$ cat src/rtl/or_sweep_pkg.sv
// Shared types and helpers for the gate sweeper.
// State encoding, hold-counter width helper, and the reference gate function.
// The reference function is isolated so an AND/XOR sweeper can swap it.
package or_sweep_pkg;

    localparam int MAX_N_IN = 8;

    typedef enum logic [1:0] {
        ST_IDLE   = 2'd0,
        ST_DRIVE  = 2'd1,
        ST_SAMPLE = 2'd2,
        ST_DONE   = 2'd3
    } sweep_state_t;

    // The counter is loaded with HOLD-2, so clog2(HOLD) bits always suffice;
    // never go below one bit.
    function automatic int hold_cnt_w(input int hold);
        return (hold <= 2) ? 1 : $clog2(hold);
    endfunction

    // Reference response of the gate under test. Callers zero-extend the
    // vector, which leaves a reduction-OR unaffected.
    function automatic logic expected_y(input logic [MAX_N_IN-1:0] vec);
        return |vec;
    endfunction

endpackage

$ cat src/rtl/sweep_hold_counter.sv
// Hold-window timer: loadable down-counter that strobes on the last DRIVE cycle.
// Ports: load (restart window), en (count while driving), last_cycle (strobe).
// Loaded with HOLD-2 so DRIVE lasts HOLD-1 cycles and SAMPLE makes it HOLD.
module sweep_hold_counter #(
    parameter int HOLD = 4,
    parameter int W    = 2
) (
    input  logic clk,
    input  logic rst_n,
    input  logic load,
    input  logic en,
    output logic last_cycle
);

    localparam logic [W-1:0] LOAD_VAL = W'(HOLD - 2);

    logic [W-1:0] cnt;

    always_ff @(posedge clk or negedge rst_n) begin
        if (!rst_n) begin
            cnt <= '0;
        end else if (load) begin
            cnt <= LOAD_VAL;
        end else if (en && (cnt != '0)) begin
            cnt <= cnt - 1'b1;
        end
    end

    assign last_cycle = en && (cnt == '0);

endmodule

$ cat src/rtl/or_gate_sweeper.sv
// Exhaustive stimulus/response checker for an N_IN-input OR gate.
// Ports: start kicks a sweep; vec_out drives the gate, y_in is its output;
// busy/done/pass/err_count/first_fail_* report the result (held until restart).
module or_gate_sweeper
    import or_sweep_pkg::*;
#(
    parameter int N_IN = 2,
    parameter int HOLD = 4
) (
    input  logic            clk,
    input  logic            rst_n,
    input  logic            start,
    output logic [N_IN-1:0] vec_out,
    input  logic            y_in,
    output logic            busy,
    output logic            done,
    output logic            pass,
    output logic [N_IN:0]   err_count,
    output logic [N_IN-1:0] first_fail_vec,
    output logic            first_fail_valid
);

    localparam int HW = hold_cnt_w(HOLD);
    localparam logic [N_IN:0]   ERR_MAX  = (N_IN+1)'(1) << N_IN;
    localparam logic [N_IN-1:0] VEC_ONES = '1;
    localparam logic [N_IN-1:0] VEC_ONE  = N_IN'(1);
    localparam logic [N_IN:0]   ERR_ONE  = (N_IN+1)'(1);

    sweep_state_t state;

    logic            start_ok;
    logic            cnt_load;
    logic            last_cycle;
    logic            mismatch;
    logic [N_IN:0]   err_next;
    logic [MAX_N_IN-1:0] vec_ext;

    assign start_ok = start && ((state == ST_IDLE) || (state == ST_DONE));
    // Reloading on every SAMPLE is harmless on the final vector.
    assign cnt_load = start_ok || (state == ST_SAMPLE);

    sweep_hold_counter #(
        .HOLD (HOLD),
        .W    (HW)
    ) u_hold (
        .clk        (clk),
        .rst_n      (rst_n),
        .load       (cnt_load),
        .en         (state == ST_DRIVE),
        .last_cycle (last_cycle)
    );

    always_comb begin
        vec_ext = '0;
        vec_ext[N_IN-1:0] = vec_out;
    end

    assign mismatch = (y_in != expected_y(vec_ext));

    // Saturate; with one compare per vector the ceiling is never exceeded
    // anyway, but this keeps the count monotonic under any sequencing.
    always_comb begin
        err_next = err_count;
        if (mismatch && (err_count != ERR_MAX)) begin
            err_next = err_count + ERR_ONE;
        end
    end

    always_ff @(posedge clk or negedge rst_n) begin
        if (!rst_n) begin
            state            <= ST_IDLE;
            vec_out          <= '0;
            busy             <= 1'b0;
            done             <= 1'b0;
            pass             <= 1'b0;
            err_count        <= '0;
            first_fail_vec   <= '0;
            first_fail_valid <= 1'b0;
        end else begin
            case (state)
                ST_IDLE, ST_DONE: begin
                    if (start) begin
                        state            <= ST_DRIVE;
                        vec_out          <= '0;
                        busy             <= 1'b1;
                        done             <= 1'b0;
                        pass             <= 1'b0;
                        err_count        <= '0;
                        first_fail_vec   <= '0;
                        first_fail_valid <= 1'b0;
                    end
                end
                ST_DRIVE: begin
                    if (last_cycle) begin
                        state <= ST_SAMPLE;
                    end
                end
                ST_SAMPLE: begin
                    err_count <= err_next;
                    if (mismatch && !first_fail_valid) begin
                        first_fail_vec   <= vec_out;
                        first_fail_valid <= 1'b1;
                    end
                    if (vec_out == VEC_ONES) begin
                        state   <= ST_DONE;
                        vec_out <= '0;
                        busy    <= 1'b0;
                        done    <= 1'b1;
                        pass    <= (err_next == '0);
                    end else begin
                        state   <= ST_DRIVE;
                        vec_out <= vec_out + VEC_ONE;
                    end
                end
                default: state <= ST_IDLE;
            endcase
        end
    end

endmodule

$ cat config.mk
export PLATFORM = sky130hd
export DESIGN_NAME = or_gate_sweeper
export DESIGN_NICKNAME = d
export VERILOG_FILES = /design/src/rtl/or_sweep_pkg.sv /design/src/rtl/sweep_hold_counter.sv /design/src/rtl/or_gate_sweeper.sv
export SDC_FILE = /design/constraint.sdc
export NUM_CORES = 1
export LEC_CHECK = 0
export BUFFER_PORTS_ARGS = -buffer_cell sky130_fd_sc_hd__buf_2
export CORE_UTILIZATION = 45
export CTS_BUF_LIST = sky130_fd_sc_hd__clkbuf_8
export CTS_CLUSTER_DIAMETER = 150
export DETAILED_ROUTE_END_ITERATION = 8
export GPL_TIMING_DRIVEN = 0
export PLACE_DENSITY = 0.76
export SKIP_LAST_GASP = 1
export SYNTH_ARGS = -nofsm -noshare
export SYNTH_HDL_FRONTEND = slang
export SYNTH_SLANG_ARGS = --single-unit
$ cat constraint.sdc
create_clock -name clk -period 1.78 [get_ports clk]
set_input_delay 0.178 -clock clk [delete_from_list [all_inputs] [get_ports clk]]
set_output_delay 0.178 -clock clk [all_outputs]
set_load 0.005 [all_outputs]
Yosys cells after proc, flatten, opt, wreduce, memory -nomap -nowiden
Cells that the tools add are included.
- output and inout bits: 11
- register bits after elaboration: 15
- logic and storage cells: 66
- reductions and logical operators: 20
- muxes and demuxes: 24
- $add $sub $neg: 3
- eq/ne operators: 10
- operators by type and width (cell ; count):
    2-bit two-way mux ; 8
    1-bit one-hot mux with 2 select lines ; 4
    2-bit one-hot mux with 2 select lines ; 2
    2-bit equality test, second input constant ; 3
    1-bit two-way mux ; 6
    3-bit two-way mux ; 2
    2-bit one-hot mux with 3 select lines ; 1
    3-bit one-hot mux with 2 select lines ; 1
    3-bit AND reduction ; 2
    2-bit nonzero test ; 3
    1-bit logical AND ; 5
    2-bit zero test ; 2
    2-bit by 1-bit != test with 1-bit output, second input constant ; 2
    2-bit != test, second input constant ; 2
    2-bit AND reduction ; 2
    2-bit OR reduction ; 2
    3-bit by 1-bit adder with 3-bit output, second input constant ; 1
    3-bit zero test ; 1
    3-bit != test, second input constant ; 1
    2-bit by 1-bit adder with 2-bit output, second input constant ; 1
    2-bit by 1-bit equality test with 1-bit output, second input constant ; 1
    1-bit logical OR ; 2
    2-bit by 1-bit subtractor with 2-bit output, second input constant ; 1
    1-bit zero test ; 1
    1-bit != test ; 1

Logic depth before layout (Yosys ltp)
Gate-level depths: netlist of run 1.
- depth after elaboration: 7
- depth in mapped cells: 7
- mapped depth without buffers: 6

Cells and area by module
Synthesis of run 1 repeated with hierarchy kept, for this count alone.
- cells, all modules: 97
- area total of the unflattened synthesis: 932.1 um^2
- by module, submodules not included (module ; area each (um^2) ; seq. area each (um^2) ; times used ; cells an instance):
    or_gate_sweeper ; 795.8 ; 325.3 ; 1 ; 84
    sweep_hold_counter ; 136.4 ; 50.0 ; 1 ; 13

Least setup slack after synthesis of run 1
No wires, ideal clock.
- kind: register -> register
- start: register vec_out[0]
- end: register pass
- period minus slack after synthesis: 1630 ps
- arrival: 1527 ps
- slack: 150 ps
- required time: 1676 ps
- buffers on the path: 0
- stages on the path, launching flop included: 7
- path through: dfrtp_1 -> inv_1 -> ha_1 -> xnor2_2 -> a21boi_4 -> mux2i_1 -> o41ai_2
- cells in the longest elaborated chain, start to end: 7
- elaborated cells on any way between the ends: 10
- RTL lines (item ; RTL line ; RTL):
    start, declared ; or_gate_sweeper.sv:13 ; output logic [N_IN-1:0] vec_out,
    start signal, assigned ; or_gate_sweeper.sv:112 ; vec_out <= vec_out + VEC_ONE;
    2-bit OR reduction ; or_sweep_pkg.sv:24 ; return |vec;
    1-bit != test ; or_gate_sweeper.sv:58 ; assign mismatch = (y_in != expected_y(vec_ext));
    1-bit logical AND ; or_gate_sweeper.sv:64 ; if (mismatch && (err_count != ERR_MAX)) begin
    3-bit two-way mux ; or_gate_sweeper.sv:64 ;
    3-bit zero test ; or_gate_sweeper.sv:109 ; pass <= (err_next == '0);
    1-bit two-way mux ; or_gate_sweeper.sv:104 ; if (vec_out == VEC_ONES) begin
    1-bit one-hot mux with 2 select lines ; or_gate_sweeper.sv:80 ; case (state)
    end signal, assigned ; or_gate_sweeper.sv:109 ;
    end, declared ; or_gate_sweeper.sv:17 ; output logic pass,
Several ways; a longest one is shown, not always the timed one. The select of a mux whose other input is x is not followed.
A chain may end at the register's enable or synchronous reset.

Final worst setup path of run 1
- start: register vec_out[1]
- end: register err_count[1]
- cells in the longest elaborated chain, start to end: 5
- RTL lines (item ; RTL line ; RTL):
    2-bit OR reduction ; or_sweep_pkg.sv:24 ;
    1-bit != test ; or_gate_sweeper.sv:58 ;
    1-bit logical AND ; or_gate_sweeper.sv:64 ;
    3-bit two-way mux ; or_gate_sweeper.sv:64 ;
    3-bit one-hot mux with 2 select lines ; or_gate_sweeper.sv:80 ;
    end signal, assigned ; or_gate_sweeper.sv:99 ; err_count <= err_next;
    end, declared ; or_gate_sweeper.sv:18 ; output logic [N_IN:0] err_count,
Every way passes these cells.

==> results.cfg, run 1 <==
[yosys]
synth_top_area_share_pct = 37.88
synth_edf_count = 0
syn_area_per_cell_um2 = 9.175
syn_area_um2 = 991.0
yosys_warnings = 0
ys_seq_elements = 15
synth_most_common_cell = dfrtp_1
synth_cell_type_count = 29
yosys.area.top_type = dfrtp_1
synth-main-ff-cell = dfrtp_1
synthCells = 108
ys_seq_area_share_pct = 37.88
synthArstFlopShare_pct = 100.0
synthTopCellsByCount = 15 x dfrtp_1, 10 x inv_1, 10 x o21ai_0
synth_area_leaders = dfrtp_1 38%, ha_1 10%, mux2i_1 5.1%
synthesis.nets = 120

[critical_path]
cp.arrival_ns = 1.86
critical_path.cell_chain = inv_1 -> ha_2 -> xnor2_2 -> a21boi_4 -> buf_4 -> a31oi_1 -> o221ai_1
max_stage_delay_ns = 0.41
start_kind = register
path_class = register to register
worstPathRequired_ns = 1.93
r2r-end = err_count[1]
r2r_cells = 7
reg2reg_slack_ns = 0.07
timing.rr.start = vec_out[1]
cp_slowest_cell = dfrtp_1
cp_top_family = compound AO/OA/AOI/OAI gates
path_max_fanout = 5
path_buf_inv = 2
endpoint_kind = register
critPathLaunch = vec_out[1]

[power]
ir_drop_mv = 0.8639
pwr-share-clk_pct = 15.3
power.leakage_nw = 0.6004
power_frac_comb_pct = 56.8
p_sw_share_pct = 42.47
p_sw_mw = 0.7565
p_per_area_mw_per_mm2 = 1456
seqPwrFrac_pct = 27.9
p_int_mw = 1.025

[route]
viasPerCell = 5.531
drtIter0Drc = 18
wl_per_cell_um = 13.65
ant_nets = 0
via_count = 896
drc = 0
wl_um = 2211
dr.pass1.iters = 4

[clock_network]
cts_root_buf = clkbuf_8
path_clk_slew_ns = 0.07
clk_path_buf_depth = 2
clock-sinks = 15
cts_tree = done
cts_made_buffers = 3
clk_latency_ns = 0.25
cts.htree.levels = 1

[global_route]
grt_util_met3_pct = 3.427
grt_max_degree = 16
use_met2_pct = 33.80
antenna_found_initial = 0
grt.busiest_layer = met2
grt_pass1_vias = 860
overflow = 0
grt_pass1_wl_um = 3677
grt_use_met1_pct = 25.00
grtUsageTotal_pct = 19.69

[placed_design]
dpl.hpwl_um = 1599
dpl.cell_count = 149
port_buffers = 14
place_congestion = 0.8788
dp_slack_ns = -0.06874

[layout]
diodes = 0
finalNetCount = 148
fillerInstances = 193
instances_no_fill = 162
regArea_um2 = 376.6
multi_input_area_um2 = 571.8
areaGrowthSynthToFinish_pct = 23.48
final_layout_size_suffix_gt1_share_pct = 27.41
final_util_pct = 60.52

[hold_path]
hp-class = input port to asynchronous set/reset pin

[timing]
min_period_over_period_pct = 96.30
setup_viol = 0
hold_violations = 0
fin_worst_skew_ns = 0.01023
relSlewSlack_pct = 71.05
worst_slack_ns = 0.06594
worst_pin_slew_ns = 0.4343
max_freq_ghz = 0.5834
tns_ns = 0
holdWs_ns = 0.3672
fin_crit_ns = 1.714
finalMaxSlewViolations = 0

[floorplan]
fp.dieArea_mm2 = 0.002394
die_w_um = 48.93
start_util_pct = 49.01
die-height_um = 48.93
rows = 16
ios = 15
core-area_mm2 = 0.002022

[run]
cap_viol_max_count = 0

[run_status]
outcome = completed
==> stage by stage <==
stage	cell area, um^2	power (mW)
3_3_place_gp	1095	1.332
5_1_grt	1224	1.934
6_report	1224	1.781
3_5_place_dp	1095	1.376
2_1_floorplan	991.0	1.157
4_1_cts	1170	1.690
==> worst max-delay path by stage <==
stage                             end  slack [ns]  depth (start not counted)
global route             err_count[1]       -0.01                          7
finish                   err_count[1]        0.07                          7
detailed placement  first_fail_vec[1]       -0.07                          6
global placement    first_fail_vec[1]       0.006                          6
CTS                              pass       0.005                          6
floorplan                        pass        0.15                          6
==> flip-flops by register name (all words and copies together), names as in the netlist <==
register and cells:
busy 1, done 1, err_count 3, first_fail_valid 1, first_fail_vec 2, pass 1
state 2, u_hold.cnt 2, vec_out 2
==> placed cells by master (no fill, tap or decap), types with 2 or more instances in the layout <==
cell	netlist	routed
o221ai_1	3	3
inv_1	10	10
a21oi_1	9	9
nor2_1	9	9
o21ai_0	10	10
o21a_1	4	4
nand4_1	2	2
ha_1	8	7
nand2_1	6	6
a31oi_1	3	3
nor2b_2	0	2
mux2i_1	5	4
clkbuf_8	0	3
dfrtp_1	15	14
buf_2	2	16
buf_4	0	8
nand2b_1	2	2
clkbuf_1	2	2
and2_1	3	3
==> logic make-up after synthesis <==
family | count (synthesis) | share of synthesized area [%]
AO/OA/AOI/OAI | 36 | 24.75
flip-flops | 15 | 37.88
buffers and inverters | 14 | 5.556
AND/OR/NAND/NOR | 28 | 14.14
multiplexers | 5 | 5.051
adder cells (fa/ha/maj) | 8 | 10.10
XOR/XNOR | 2 | 2.526
==> what timing repair did <==
| item | CTS | global route |
|---|---|---|
| endpoints found under the setup margin | 3 | 5 |
| buffers inserted | 2 | 6 |
| hold endpoints to repair | 15 | 0 |
| pin swaps | 0 | 1 |
| hold buffers | 1 | 0 |
| gates resized for setup | 2 | 3 |
==> power by group through the flow <==
stage          clock, mW  sequential (mW)  combinational [mW]
2_1_floorplan          0            0.492               0.664
5_1_grt            0.294            0.509                1.13
3_5_place_dp           0            0.505               0.871
6_report           0.272            0.497                1.01
3_3_place_gp           0            0.499               0.833
4_1_cts            0.278            0.502               0.909
==> metal layers <==
| metal | vias up | routed length (um) |
|---|---|---|
| met5 | - | 0 |
| met4 | 0 | 19 |
| met3 | 4 | 77 |
| met2 | 21 | 1076 |
| met1 | 436 | 1037 |
| li1 | 435 | - |
==> layout make-up <==
class | instances | share of cell area, %
multi-input cells | 79 | 46.73
flip-flops and latches | 15 | 30.78
repair buffers | 23 | 11.45
clock buffers | 3 | 3.374
inverters | 10 | 3.067
well taps | 27 | 2.761
plain buffers | 4 | 1.431
clock inverters | 1 | 0.4090
No activity file was read; power rests on OpenSTA's default activity.
==> run 2, diff against run 1 <==
--- a/config.mk
+++ b/config.mk
@@ -12,6 +12,7 @@
 export DETAILED_ROUTE_END_ITERATION = 8
 export GPL_TIMING_DRIVEN = 0
 export PLACE_DENSITY = 0.76
+export REMOVE_ABC_BUFFERS = 1
 export SKIP_LAST_GASP = 1
 export SYNTH_ARGS = -nofsm -noshare
 export SYNTH_HDL_FRONTEND = slang
==> results.cfg, run 2 (same netlist as run 1, synthesis figures left out) <==
[layout]
regMostFlops = err_count
mostFrequentLayoutCells = 14 x buf_2, 13 x dfrtp_1, 10 x o21ai_0
final_layout_size_suffix_gt1_share_pct = 25.40
diodes = 0
fillerInstances = 189
layout_commonest_cell = buf_2
largest_reg_flops = 3
finalNetCount = 139
areaGrowthSynthToFinish_pct = 18.94

[timing]
holdWs_ns = 0.3627
hold_violations = 0
fin_worst_skew_ns = 0.001890
finalMaxSlewViolations = 0
rsz0062_at_grt = false
relSlewSlack_pct = 76.77
setup_viol = 0
worst_pin_slew_ns = 0.3484
max_freq_ghz = 0.5936
tns_ns = 0
min_period_over_period_pct = 94.64
fin_crit_ns = 1.685

[placed_design]
place_congestion = 0.8012
dpl.hpwl_um = 1483
port_buffers = 14

[power]
power.leakage_nw = 0.5595
p_int_mw = 1.010
p_per_area_mw_per_mm2 = 1491
power_frac_comb_pct = 55.5
p_sw_mw = 0.7475
seqPwrFrac_pct = 28.5
pwr-share-clk_pct = 15.9
ir_drop_mv = 1.114
p_sw_share_pct = 42.52

[clock_network]
cts.htree.levels = 1
path_clk_slew_ns = 0.06
cts_made_buffers = 3
clk_path_buf_depth = 2
cts_tree = done
clock-sinks = 15
clk_latency_ns = 0.25
cts_root_buf = clkbuf_8

[global_route]
grt_max_degree = 18
antenna_found_initial = 0
grt_pass1_wl_um = 3601
overflow = 0
grt_pass1_vias = 821
grtUsageTotal_pct = 19.68

[critical_path]
worstPathRequired_ns = 1.93
path_max_fanout = 6
start_kind = register
cp.arrival_ns = 1.84
endpoint_kind = register
reg2reg_slack_ns = 0.1
path_class = register to register

[run]
cap_viol_max_count = 0

[floorplan]
die_w_um = 48.93
core-area_mm2 = 0.002022
start_util_pct = 49.01
die-height_um = 48.93
ios = 15
fp.dieArea_mm2 = 0.002394
rows = 16

[route]
drc = 0
ant_nets = 0
wl_per_cell_um = 14.31
viasPerCell = 5.673
drtIter0Drc = 9
wl_um = 2189
via_count = 868
dr.pass1.iters = 4

[run_status]
outcome = completed

[hold_path]
hp-class = input port to asynchronous set/reset pin
-- run 2: layout make-up --
| class | instances | area (um^2) | share of cell area, % |
|---|---|---|---|
| Clock buffer | 3 | 41.29 | 3.503 |
| Timing Repair Buffer | 18 | 102.6 | 8.705 |
| Clock inverter | 1 | 5.005 | 0.4246 |
| Multi-Input combinational cell | 79 | 580.6 | 49.26 |
| Inverter | 10 | 37.54 | 3.185 |
| Tap cell | 27 | 33.78 | 2.866 |
| Sequential cell | 15 | 377.9 | 32.06 |
-- run 2: routing by layer --
layer | wire (um) | GRT usage, %
met5 | 0 | 0
met4 | 23 | 7.353
met3 | 99 | 5.607
met2 | 1099 | 34.26
met1 | 967 | 22.75
-- run 2: power groups by stage --
stage,logic [mW],registers (mW),clock network (mW)
2_1_floorplan,0.647,0.492,0
3_3_place_gp,0.814,0.498,0
3_5_place_dp,0.840,0.505,0
4_1_cts,0.874,0.501,0.286
5_1_grt,1.08,0.512,0.306
6_report,0.976,0.502,0.280
-- run 2: final timing paths --
kind,startpoint,to,depth (start not counted)
min in group clk,start,err_count[2],3
worst max register to register,vec_out[1],pass,7
worst min-delay path,rst_n,first_fail_vec[1],2
worst min register to register,u_hold.cnt[1],u_hold.cnt[1],2
max in group asynchronous,rst_n,vec_out[0],2
worst max-delay path,vec_out[1],pass,7
-- run 2: through the flow --
| step | power, mW | instance area [um^2] | utilization [%] | setup slack (ns) | std cells |
|---|---|---|---|---|---|
| finish | 1.758 | 1179 | 58.29 | 0.09547 | 153 |
| global route | 1.902 | 1179 | 58.29 | 0.01133 | 153 |
| CTS | 1.661 | 1142 | 56.50 | -0.02363 | 150 |
| detailed placement | 1.345 | 1077 | 53.28 | -0.1433 | 145 |
| global placement | 1.312 | 1077 | 53.28 | -0.08695 | 145 |
| floorplan | 1.140 | 973.4 | - | 0.1497 | 104 |
-- run 2: critical path, cell delays in order, from the launching register on --
cell,delay [ns]
dfrtp_2,0.42
inv_2,0.05
ha_2,0.18
xnor2_2,0.16
buf_4,0.15
and2_2,0.19
o21a_1,0.18
o41ai_2,0.26
-- run 2: what timing repair did --
action | in CTS | in global routing
hold endpoints to repair | 15 | 0
pin swaps | 0 | 2
setup endpoints to repair | 7 | 7
hold buffers | 1 | 0
buffers inserted | 0 | 3
gates resized for setup | 4 | 4
==> run 3, diff against run 2 <==
--- a/config.mk
+++ b/config.mk
@@ -5,13 +5,14 @@
 export SDC_FILE = /design/constraint.sdc
 export NUM_CORES = 1
 export LEC_CHECK = 0
+export ABC_AREA = 1
 export BUFFER_PORTS_ARGS = -buffer_cell sky130_fd_sc_hd__buf_2
 export CORE_UTILIZATION = 45
 export CTS_BUF_LIST = sky130_fd_sc_hd__clkbuf_8
 export CTS_CLUSTER_DIAMETER = 150
 export DETAILED_ROUTE_END_ITERATION = 8
 export GPL_TIMING_DRIVEN = 0
-export PLACE_DENSITY = 0.76
+export PLACE_DENSITY = 0.77
 export REMOVE_ABC_BUFFERS = 1
 export SKIP_LAST_GASP = 1
 export SYNTH_ARGS = -nofsm -noshare
==> results.cfg, run 3 <==
[route]
wl_um = 1433
wl_per_cell_um = 9.305
ant_nets = 0
drtIter0Drc = 7
via_count = 709
drc = 0
dr.pass1.iters = 4
viasPerCell = 4.604

[global_route]
grt_pass1_vias = 666
antenna_found_initial = 0
grtUsageTotal_pct = 16.92
overflow = 0
grt_pass1_wl_um = 2518
grt_max_degree = 16

[critical_path]
path_buf_inv = 4
critPathLaunch = state[0]
cp_top_family = flip-flops
path_class = register to register
r2r-end = first_fail_vec[0]
worstPathRequired_ns = 1.95
cp-endpoint = first_fail_vec[0]
max_stage_delay_ns = 0.39
path_max_fanout = 4
start_kind = register
crit_top_cell = inv_1
cp_slowest_cell = dfrtp_1
cp.depth = 9
timing.rr.start = state[0]
reg2reg_slack_ns = 0.27
r2r_cells = 9
cp.arrival_ns = 1.68
endpoint_kind = register
critical_path.cell_chain = inv_1 -> ha_1 -> nand2_2 -> inv_1 -> nor2_2 -> inv_2 -> nor2_1 -> inv_1 -> o21ai_1

[run_status]
outcome = completed

[yosys]
yosys.area.top_type = dfrtp_1
yosys_warnings = 0
synth_most_common_cell = nand2_1
synthArstFlopShare_pct = 100.0
synthCells = 110
synth_edf_count = 0
synthTopCellsByCount = 30 x nand2_1, 22 x inv_1, 15 x dfrtp_1
synth_cell_type_count = 17
synth_area_leaders = dfrtp_1 44%, nand2_1 13%, ha_1 12%
synth_top_area_share_pct = 44.25
ys_seq_area_share_pct = 44.25
synth-main-ff-cell = dfrtp_1
ys_seq_elements = 15
syn_area_um2 = 848.3
syn_area_per_cell_um2 = 7.712

[power]
p_int_mw = 0.8706
power_frac_comb_pct = 48.6
p_sw_mw = 0.6410
p_per_area_mw_per_mm2 = 1501
power.leakage_nw = 0.5792
p_sw_share_pct = 42.41
pwr-share-clk_pct = 17.3
ir_drop_mv = 0.6789
seqPwrFrac_pct = 34.1

[floorplan]
ios = 15
die-height_um = 45.42
die_w_um = 45.42
start_util_pct = 48.60
fp.dieArea_mm2 = 0.002063
core-area_mm2 = 0.001745
rows = 15

[layout]
largest_reg_flops = 3
instances_no_fill = 154
areaGrowthSynthToFinish_pct = 18.73
fillerInstances = 166
mostFrequentLayoutCells = 30 x nand2_1, 23 x inv_1, 15 x dfrtp_1
regMostFlops = err_count
final_util_pct = 57.71
layout_commonest_cell = nand2_1
diodes = 0
finalNetCount = 142
final_layout_size_suffix_gt1_share_pct = 18.60

[clock_network]
cts_made_buffers = 3
clock-sinks = 15
cts_tree = done
clk_latency_ns = 0.24
cts_setup_buffers = 0
cts_root_buf = clkbuf_8
path_clk_slew_ns = 0.06
clk_path_buf_depth = 2
cts.htree.levels = 1

[timing]
fin_worst_skew_ns = 0.001819
hold_violations = 0
finalMaxSlewViolations = 0
tns_ns = 0
relSlewSlack_pct = 77.67
min_period_over_period_pct = 85.11
max_freq_ghz = 0.6601
setup_viol = 0
rsz0062_at_grt = false
worst_pin_slew_ns = 0.3350
fin_crit_ns = 1.515

[run]
cap_viol_max_count = 0

[placed_design]
dpl.hpwl_um = 1139
port_buffers = 14
place_congestion = 0.7272
dpl.cell_count = 149

[hold_path]
hp-class = input port to register
## run 3: cell count changes in the layout (fill, tap and decap cells not counted), sizes merged, moves of 3 or more
| cell | before | now |
|---|---|---|
| nand3 | 1 | 5 |
| o21a | 4 | 1 |
| mux2i | 5 | 0 |
| a31oi | 3 | 0 |
| a21oi | 9 | 1 |
| buf | 17 | 14 |
| nor2b | 3 | 0 |
| o221ai | 3 | 0 |
| and2 | 4 | 0 |
| inv | 10 | 25 |
| nand2 | 6 | 33 |
## run 3: worst min-delay path: stages
cell	delay, ns
buf_2	0.07
inv_1	0.04
nand2_2	0.09
nand3_1	0.08
o21ai_0	0.07
## run 3: what timing repair did
action	CTS	global route
gates resized for setup	0	1
hold endpoints to repair	15	0
setup endpoints to repair	0	1
hold buffers	1	0
## run 3: final cells by class
cell class | instances | area [um^2] | share of cell area (%)
Timing Repair Buffer | 15 | 80.08 | 7.950
Tap cell | 25 | 31.28 | 3.106
Inverter | 24 | 90.09 | 8.944
Clock buffer | 3 | 41.29 | 4.099
Multi-Input combinational cell | 71 | 385.4 | 38.26
Clock inverter | 1 | 3.754 | 0.3727
Sequential cell | 15 | 375.4 | 37.27
## run 3: cell families (layout without fill, tap and decap cells)
family,Yosys count,in the layout,share of synthesized area [%]
fa+ha+maj,8,8,11.80
xor+xnor,1,1,1.033
flops,15,15,44.25
compound gates,13,13,8.555
buf+inv,24,43,10.62
simple gates,49,49,23.75
## run 3: metal layers
layer | global-route usage (%) | routed length, um | vias up | share of wire [%]
li1 | - | - | 371 | -
met1 | 22.11 | 682 | 321 | 48
met2 | 26.86 | 689 | 13 | 48
met3 | 2.381 | 42 | 4 | 2.9
met4 | 9.091 | 19 | 0 | 1.3
met5 | 0 | 0 | - | 0
## run 3: power groups by stage
stage	registers, mW	logic, mW	clock network (mW)
final	0.515	0.735	0.262
after global routing	0.527	0.865	0.286
after CTS	0.515	0.746	0.270
after detailed placement	0.520	0.736	0
after global placement	0.517	0.712	0
after floorplan	0.520	0.545	0
## run 3: metrics by stage
stage	cell area, um^2	setup WS [ns]	hold slack (ns)	total power [mW]
after global routing	1007	0.08630	0.3715	1.678
after CTS	1005	0.2017	0.3314	1.531
final	1007	0.2651	0.3293	1.512
after global placement	949.7	0.2646	0.09537	1.228
after floorplan	848.3	0.3861	-0.1176	1.065
after detailed placement	949.7	0.2244	0.1005	1.256
## run 3: worst min path at each step
stage	start	end	slack (ns)	cells after the start
CTS	start	vec_out[0]	0.33	5
global route	start	vec_out[0]	0.37	5
global placement	rst_n	u_hold.cnt[1]	0.1	1
floorplan	rst_n	busy	-0.12	0
detailed placement	rst_n	u_hold.cnt[1]	0.10	1
finish	start	vec_out[0]	0.33	5
